## config.mk

```make
export PLATFORM = sky130hd
export DESIGN_NAME = tmds_encoder
export DESIGN_NICKNAME = d
export VERILOG_FILES = /design/src/rtl/tmds_pkg.sv /design/src/rtl/tmds_qm_stage.sv /design/src/rtl/tmds_encoder.sv
export SDC_FILE = /design/constraint.sdc
export NUM_CORES = 1
export LEC_CHECK = 0
export CORE_ASPECT_RATIO = 1.75
export CORE_MARGIN = 2
export CORE_UTILIZATION = 40
export CTS_CLUSTER_SIZE = 20
export DETAILED_ROUTE_END_ITERATION = 8
export GPL_ROUTABILITY_DRIVEN = 0
export HOLD_SLACK_MARGIN = 0.1
export SKIP_LAST_GASP = 1
export SLEW_MARGIN = 15
export SYNTH_ARGS = -nofsm -noshare
export SYNTH_HDL_FRONTEND = slang
export SYNTH_SLANG_ARGS = --single-unit
```

## constraint.sdc

```tcl
create_clock -name pixel_clk -period 4.97 [get_ports pixel_clk]
set_input_delay 0.497 -clock pixel_clk [delete_from_list [all_inputs] [get_ports pixel_clk]]
set_output_delay 0.497 -clock pixel_clk [all_outputs]
set_load 0.01 [all_outputs]
```

## src/rtl/tmds_pkg.sv

```systemverilog
// TMDS encoder shared types, control tokens and TERC4 table.
// Optional TERC4 data-island path: define TMDS_ENC_TERC4_EN.
package tmds_pkg;

  typedef logic [9:0] tmds_sym_t;
  typedef logic [8:0] qm_t;

  localparam tmds_sym_t CTRL_TOKEN [4] = '{
    10'b1101010100,
    10'b0010101011,
    10'b0101010100,
    10'b1010101011
  };

  localparam tmds_sym_t TERC4_LUT [16] = '{
    10'b1010011100, 10'b1001100011,
    10'b1011100100, 10'b1011100010,
    10'b0101110001, 10'b0100011110,
    10'b0110001110, 10'b0100111100,
    10'b1011001100, 10'b0100111001,
    10'b0110011100, 10'b1011000110,
    10'b1010001110, 10'b1001110001,
    10'b0101100011, 10'b1011000011
  };

  function automatic logic [3:0] popcount8(
    input logic [7:0] v
  );
    logic [3:0] s;
    s = '0;
    for (int i = 0; i < 8; i++)
      s = s + {3'b000, v[i]};
    return s;
  endfunction

endpackage

```

## src/rtl/tmds_qm_stage.sv

```systemverilog
// TMDS stage 1: transition-minimising XOR/XNOR chain.
// Registers q_m together with the matching de/ctrl.
module tmds_qm_stage
  import tmds_pkg::*;
(
  input  logic       i_clk,
  input  logic       i_rst_n,
  input  logic [7:0] i_data,
  input  logic       i_de,
  input  logic [1:0] i_ctrl,
  output qm_t        o_qm,
  output logic       o_de,
  output logic [1:0] o_ctrl
);

  logic [3:0] w_n1d;
  logic       w_xnor;
  qm_t        w_qm;
  qm_t        r_qm;
  logic       r_de;
  logic [1:0] r_ctrl;

  assign w_n1d  = popcount8(i_data);
  assign w_xnor = (w_n1d > 4'd4) ||
                  (w_n1d == 4'd4 && !i_data[0]);

  always_comb begin
    w_qm    = '0;
    w_qm[0] = i_data[0];
    for (int i = 1; i < 8; i++)
      w_qm[i] = w_xnor ? ~(w_qm[i-1] ^ i_data[i])
                       :  (w_qm[i-1] ^ i_data[i]);
    w_qm[8] = ~w_xnor;
  end

  always_ff @(posedge i_clk or negedge i_rst_n) begin
    if (!i_rst_n) begin
      r_qm   <= '0;
      r_de   <= 1'b0;
      r_ctrl <= 2'b00;
    end else begin
      r_qm   <= w_qm;
      r_de   <= i_de;
      r_ctrl <= i_ctrl;
    end
  end

  assign o_qm   = r_qm;
  assign o_de   = r_de;
  assign o_ctrl = r_ctrl;

endmodule

```

## src/rtl/tmds_encoder.sv

```systemverilog
// TMDS 8b/10b channel encoder: stage 2, disparity and token mux.
// Define TMDS_ENC_TERC4_EN to enable the TERC4 data-island path.
module tmds_encoder
  import tmds_pkg::*;
#(
  parameter int CNT_W = 5
) (
  input  logic       pixel_clk,
  input  logic       rst_n,
  input  logic [7:0] vid_data,
  input  logic       vid_de,
  input  logic [1:0] ctrl,
  input  logic [3:0] aux_data,
  input  logic       aux_de,
  output logic [9:0] tmds_data
);

  localparam logic signed [CNT_W-1:0] ZERO = '0;
  localparam logic signed [CNT_W-1:0] TWO  = CNT_W'(2);

  qm_t        w_qm;
  logic       w_de;
  logic [1:0] w_ctrl;
  logic       w_q8;
  logic [7:0] w_q;
  logic [3:0] w_n1;

  logic signed [CNT_W-1:0] w_n1s;
  logic signed [CNT_W-1:0] w_n0s;
  logic signed [CNT_W-1:0] w_diff;
  logic signed [CNT_W-1:0] w_cnt_nxt;
  logic signed [CNT_W-1:0] r_cnt;
  tmds_sym_t               w_sym;
  tmds_sym_t               r_tmds;

  tmds_qm_stage u_qm (
    .i_clk   (pixel_clk),
    .i_rst_n (rst_n),
    .i_data  (vid_data),
    .i_de    (vid_de),
    .i_ctrl  (ctrl),
    .o_qm    (w_qm),
    .o_de    (w_de),
    .o_ctrl  (w_ctrl)
  );

`ifdef TMDS_ENC_TERC4_EN
  logic       r_aux_de;
  logic [3:0] r_aux_data;

  always_ff @(posedge pixel_clk or negedge rst_n) begin
    if (!rst_n) begin
      r_aux_de   <= 1'b0;
      r_aux_data <= '0;
    end else begin
      r_aux_de   <= aux_de;
      r_aux_data <= aux_data;
    end
  end
`else
  logic w_unused_aux;
  assign w_unused_aux = ^{aux_data, aux_de};
`endif

  assign w_q8   = w_qm[8];
  assign w_q    = w_qm[7:0];
  assign w_n1   = popcount8(w_q);
  assign w_n1s  = signed'(CNT_W'(w_n1));
  assign w_n0s  = signed'(CNT_W'(4'd8 - w_n1));
  assign w_diff = w_n1s - w_n0s;

  // cnt tracks the ones-minus-zeros of every emitted video symbol
  always_comb begin
    w_sym     = CTRL_TOKEN[w_ctrl];
    w_cnt_nxt = ZERO;
    if (w_de) begin
      if (r_cnt == ZERO || w_diff == ZERO) begin
        w_sym     = {~w_q8, w_q8, w_q8 ? w_q : ~w_q};
        w_cnt_nxt = w_q8 ? r_cnt + w_diff
                         : r_cnt - w_diff;
      end else if ((r_cnt > ZERO && w_diff > ZERO) ||
                   (r_cnt < ZERO && w_diff < ZERO)) begin
        w_sym     = {1'b1, w_q8, ~w_q};
        w_cnt_nxt = r_cnt + (w_q8 ? TWO : ZERO) - w_diff;
      end else begin
        w_sym     = {1'b0, w_q8, w_q};
        w_cnt_nxt = r_cnt - (w_q8 ? ZERO : TWO) + w_diff;
      end
    end
`ifdef TMDS_ENC_TERC4_EN
    else if (r_aux_de) begin
      w_sym = TERC4_LUT[r_aux_data];
    end
`endif
  end

  always_ff @(posedge pixel_clk or negedge rst_n) begin
    if (!rst_n) begin
      r_tmds <= CTRL_TOKEN[0];
      r_cnt  <= ZERO;
    end else begin
      r_tmds <= w_sym;
      r_cnt  <= w_cnt_nxt;
    end
  end

  assign tmds_data = r_tmds;

endmodule
```

======== After elaboration in Yosys (flattened, before gate mapping) ========
Cells that the tools add are included.
word-level totals
  register bits after elaboration ......... 27
  latch bits .............................. 0
  RAM bits ................................ 0
  bits in read-only memories .............. 0
  memories ................................ 0
cells by class
  $add $sub $neg .......................... 22
  $mul .................................... 0
  divide/modulo/power cells ............... 0
  $lt $le $gt $ge ......................... 6
  eq/ne operators ......................... 1
  shifts and indexed selects .............. 0
  multiplexer cells ....................... 20
  bitwise operators ....................... 18
  reductions and logical operators ........ 9
operator list
  operator               number
  $mux W10               5
  $add A4 B1 Y4          10
  $bmux W10 S2           1
  $mux W5                4
  $sub A5 B5 Y5          3
  $add A5 B5 Y5          2
  $gt A5 B1 Y1 const B   2
  $logic_not A5 Y1       2
  $lt A5 B1 Y1 const B   2
  $not A1 Y1             9
  $mux W8                1
  $not A8 Y8             1
  $mux W1                7
  $xor A1 B1 Y1          7
  $add A5 B3 Y5          1
  $sub A4 B4 Y5 const A  1
  $sub A5 B3 Y5          1
  $add A1 B1 Y2          2
  $add A3 B1 Y4          1
  $eq A4 B3 Y1 const B   1
  $gt A4 B3 Y1 const B   1
  $mux W2                2
  $add A2 B1 Y3          1
  $ge A3 B3 Y1 const B   1
  4 further kinds        8

======== Depth between registers and ports, before layout ========
  word-level depth ........................ 29
  depth in mapped cells ................... 17
  depth with buffers taken out ............ 17

======== Cells and area by module ========
Synthesis repeated with hierarchy kept, for this count alone.
unflattened totals
  cells, all modules ...................... 183
  area, all modules ....................... 2,063.2 µm²
by module, submodules not included
  module         times used  cells an instance  area an instance (µm²)  sequential area each (µm²)
  tmds_encoder   1           139                1,408.9                 356.6
  tmds_qm_stage  1           44                 654.4                   300.3

======== Worst setup path after synthesis ========
No wires, ideal clock.
  path type ............................... flip-flop to flip-flop
  start point ............................. register u_qm.r_qm[0], in the netlist u_qm.o_qm[0]
  end point ............................... register r_tmds[0], in the netlist tmds_data[0]
  setup time .............................. 0.137 ns
  arrival time ............................ 4.092 ns
  data required time ...................... 4.833 ns
  slack ................................... 0.741 ns
  stages on the path, launching flop included .. 17
  clock period less this slack ............ 4.229 ns
  cells stage by stage .................... dfrtp_1 -> fa_1 -> inv_1 -> fa_1 -> fa_1 -> inv_1 -> ha_1 -> inv_1 -> fa_1 -> xnor2_1 -> nand3_1 -> inv_1 -> ha_1 -> nor2_2 -> mux2i_4 -> xnor2_1 -> a21oi_1
on the way
  longest elaborated chain between the ends .. 15
  elaborated cells between the ends (all ways) .. 21
  classes of those cells .................. add/sub: 9; order compare: 2; mux: 4; bitwise: 1; reduce/logical: 5
ends and longest elaborated chain
  element                                              line                                    source
  start: declaration                                   tmds_qm_stage.sv:19                     qm_t r_qm;
  start signal: assignment                             tmds_qm_stage.sv:42                     r_qm <= w_qm;
  $add A1 B1 Y2                                        tmds_pkg.sv:32                          s = s + {3'b000, v[i]};
  $add A2 B1 Y3                                        tmds_pkg.sv:32
  $add A3 B1 Y4                                        tmds_pkg.sv:32
  $add A4 B1 Y4 (4 in a row)                           tmds_pkg.sv:32
  $sub A4 B4 Y5                                        tmds_encoder.sv:69                      assign w_n0s = signed'(CNT_W'(4'd8 - w_n1));
  $sub A5 B5 Y5                                        tmds_encoder.sv:70                      assign w_diff = w_n1s - w_n0s;
  $gt A5 B1 Y1 / $lt A5 B1 Y1 (equally long branches)  tmds_encoder.sv:81, tmds_encoder.sv:82
  $logic_and A1 B1 Y1, on equally long branches        tmds_encoder.sv:81, tmds_encoder.sv:82
  $logic_or A1 B1 Y1                                   tmds_encoder.sv:81                      end else if ((r_cnt > ZERO && w_diff > ZERO) ||
  $mux W10                                             tmds_encoder.sv:81
  $mux W10 (*)                                         tmds_encoder.sv:77                      if (r_cnt == ZERO || w_diff == ZERO) begin
  $mux W10 (*)                                         tmds_encoder.sv:76                      if (w_de) begin
  net w_sym[0]                                         tmds_encoder.sv:33                      tmds_sym_t w_sym;
  end signal: assignment                               tmds_encoder.sv:99                      r_tmds <= CTRL_TOKEN[0];
  end signal: assignment                               tmds_encoder.sv:102                     r_tmds <= w_sym;
  end: declaration                                     tmds_encoder.sv:34                      tmds_sym_t r_tmds;
The timed path passes the listed nets; every way through them passes the cells marked *.

======== Worst setup path after layout ========
  start point ............................. register u_qm.r_qm[0], in the netlist u_qm.o_qm[0]
  end point ............................... register r_cnt[4]
on the way
  longest elaborated chain between the ends .. 15
  elaborated cells between the ends (all ways) .. 24
  classes of those cells .................. add/sub: 13; order compare: 2; mux: 4; reduce/logical: 5
ends and longest elaborated chain
  element                                              line                                    source
  $add A1 B1 Y2 (*)                                    tmds_pkg.sv:32
  $add A2 B1 Y3 (*)                                    tmds_pkg.sv:32
  $add A3 B1 Y4 (*)                                    tmds_pkg.sv:32
  $add A4 B1 Y4 (*) (4 in a row)                       tmds_pkg.sv:32
  $sub A4 B4 Y5                                        tmds_encoder.sv:69
  $sub A5 B5 Y5 (*)                                    tmds_encoder.sv:70
  $gt A5 B1 Y1 / $lt A5 B1 Y1 (equally long branches)  tmds_encoder.sv:81, tmds_encoder.sv:82
  $logic_and A1 B1 Y1, on equally long branches        tmds_encoder.sv:81, tmds_encoder.sv:82
  $logic_or A1 B1 Y1                                   tmds_encoder.sv:81
  $mux W5                                              tmds_encoder.sv:81
  $mux W5 (*)                                          tmds_encoder.sv:77
  $mux W5 (*)                                          tmds_encoder.sv:76
  net w_cnt_nxt[4]                                     tmds_encoder.sv:31                      logic signed [CNT_W-1:0] w_cnt_nxt;
  end signal: assignment                               tmds_encoder.sv:103                     r_cnt <= w_cnt_nxt;
  end: declaration                                     tmds_encoder.sv:32                      logic signed [CNT_W-1:0] r_cnt;
Marked as above.

==> run summary <==
Clk_skew: 0.00635 ns
PortBufs: 22
Arrival @ worst endpoint: 4.68 ns
Via density: 4.93
Ranking of synthesized cells by area: dfrtp_1, ha_1, fa_1, xnor2_1, inv_1
Required @ worst endpoint: 5.14 ns
Quantity of hold-fixing buffers added after cts: 0
RSZ-0062 raised after global routing: false
Critical path's largest stage delay: 0.54 ns
CTS root buffer: clkbuf_8
Initial Utilization: 40.7%
Slew headroom: 64.2%
Routed vias: 1316
Nets: 267
Vias in the first global route: 1465
Worst hold path type: register to register
Setup Crit Path Kind: register to register
Worst hold margin: 0.563 ns
Total CTS buffers: 3
Synth cell types: 35
Post-synth ARST share: 100%
Setup bufs post-CTS: 0
Total grt overflow: 0
Post-DP HPWL: 3140 um
Mapped Nets: 239
Antenna Nets Post-Route: 0
Largest net degree at the start of global routing: 27
Gr usage total: 15.1%
Status: complete, no violations
Least-Margin Pin Slew: 0.536 ns
IO Pins: 28
Die area: 5580 um^2
Clk_lat worst skew: 0.28 ns
WL final: 3750 um
Die X-Extent: 57.3 um
Top_reg_cell synth: dfrtp_1
Period Utilization, post-route: 90.6%
Final Max Slew Viols: 0
Sequential fraction of the synthesis area: 33.0%
Setup TNS Final: 0 ns
Crit path buf inv count: 4
Synth Instances: 186
Max Buffers Root-to-Sink: 2
Setup-failing EPs final: 0
Syn Area/Cell: 10.7 um^2
Family with the most delay on the worst path: adder cells
WL/cell: 14.0 um
YS warnings: 0
Final hold vios: 0
Max FO, Critical Path: 4
Htree depth: 1
Setup crit end kind: register
Cell taking the most area after synthesis: dfrtp_1
Number of flops mapped to enable cells by yosys: 0
Global-route wire length before repair: 6450 um
Worst setup SP type: register
Number of diodes: 0
Netlist Area Pre-Place: 1990 um^2
Die height: 97.3 um
Synth top area share: 26.4%
Clock sink total: 26
Layout fillers: 448
Slowest-stage cell, CP: fa_1
Register bit total from synthesis: 26
Critical R2R Launch: u_qm.o_qm[0]$_DFF_PN0_
CTS tree: yes
Worst-path clk slew: 0.10 ns
Min-delay src: u_qm.o_qm[4]$_DFF_PN0_
Tmin final: 4.50 ns
Max cap viols: 0
Row count: 34
Synth-to-Final Area Change: 18.8%
Post-cts resize count: 0
Number of antenna violations at the first check in global routing: 0
Drt pass-1 iters: 3
Initial DRC count: 19
DRC: 0
Crit-path cells: fa_1 -> inv_1 -> fa_1 -> fa_1 -> inv_1 -> ha_1 -> inv_1 -> fa_1 -> xnor2_1 -> ha_1 -> inv_1 -> ha_1 -> a21oi_1 -> o21ai_0 -> xor2_1 -> mux2i_1 -> nor3_1
Critical path origin: u_qm.o_qm[0]$_DFF_PN0_
Max Clk Rate: 222 MHz
Core ar.: 4890 um^2
Share of post-route cells with drive strength above 1: 7.51%
## cell usage after synthesis (all sizes together), types with 2 or more instances
master  instances
xnor2          22
nor2            4
mux2i           6
nor2b           3
inv            37
xor2            6
dfrtp          21
dfstp           5
nand2           5
clkbuf          2
nand3           3
o21ai           3
ha             22
a21oi          15
fa             13
nand3b          2
## metal layers
metal | global-route usage [%] | part of all wire (%) | wire [um] | vias to the layer above
met3 | 1.20 | 1.1 | 40 | 7
met2 | 30.9 | 62 | 2320 | 19
li1 | - | - | - | 652
met5 | 0 | 0 | 0 | -
met4 | 6.62 | 2.5 | 93 | 0
met1 | 14.1 | 34 | 1290 | 638
## cells in the final DEF, fill, tap and decap left out, types with 5 or more instances in the layout
cell             netlist  final
fa_1                  13     13
inv_1                 37     37
clkdlybuf4s50_1        0     22
xnor2_1               22     22
xor2_1                 6      6
ha_1                  22     22
mux2i_1                5      5
a21oi_1               15     15
dfstp_2                5      5
nand2_1                5      5
dfrtp_1               21     21
## stage by stage
stage	area, um^2	util [%]	cells	setup slack (ns)
after floorplan	1990	-	186	0.741
after global placement	2290	46.9	263	0.419
after detailed placement	2290	46.9	263	0.422
after CTS	2360	48.3	267	0.405
after global routing	2360	48.3	267	0.157
final	2360	48.3	267	0.465
## logic make-up after synthesis
group / after synthesis / synth area share [%]
XOR/XNOR: 28 / 12.3
buffers and inverters: 39 / 7.36
adder cells (fa/ha/maj): 35 / 26.9
multiplexers: 6 / 3.65
AND/OR/NAND/NOR: 25 / 7.61
AO/OA/AOI/OAI: 27 / 9.12
flip-flops: 26 / 33.0
## registers in the layout, summed over array words and instances (netlist names)
name,cells
tmds_data,10
u_qm.o_qm,9
r_cnt,4
u_qm.o_ctrl,2
u_qm.o_de,1
## area by class of cell
type / instances / area (um^2) / share of cell area, %
multi-input cells: 121 / 1190 / 50.2
clock buffers: 3 / 41.3 / 1.75
repair buffers: 25 / 243 / 10.3
clock inverters: 1 / 30.0 / 1.27
inverters: 37 / 139 / 5.88
flip-flops and latches: 26 / 657 / 27.8
well taps: 54 / 67.6 / 2.86
## worst paths after layout
path | end | slack [ns] | cells past startpoint
setup / recovery | r_cnt[4]$_DFF_PN0_ | 0.47 | 17
hold / removal | tmds_data[4]$_DFF_PN1_ | 0.56 | 2
setup reg to reg | r_cnt[4]$_DFF_PN0_ | 0.47 | 17
hold reg to reg | tmds_data[4]$_DFF_PN1_ | 0.56 | 2
max in group asynchronous | tmds_data[9]$_DFF_PN1_ | 4.10 | 2
min in group asynchronous | tmds_data[0]$_DFF_PN0_ | 0.58 | 2
## worst min-delay path, stage by stage, from the launching register on
cell	delay [ns]
dfrtp_1	0.37
xnor2_1	0.13
a21oi_1	0.07
Power is left out: the tool's default activity adds up to more than one toggle a clock period on the data nets, which glitch-free logic cannot reach.
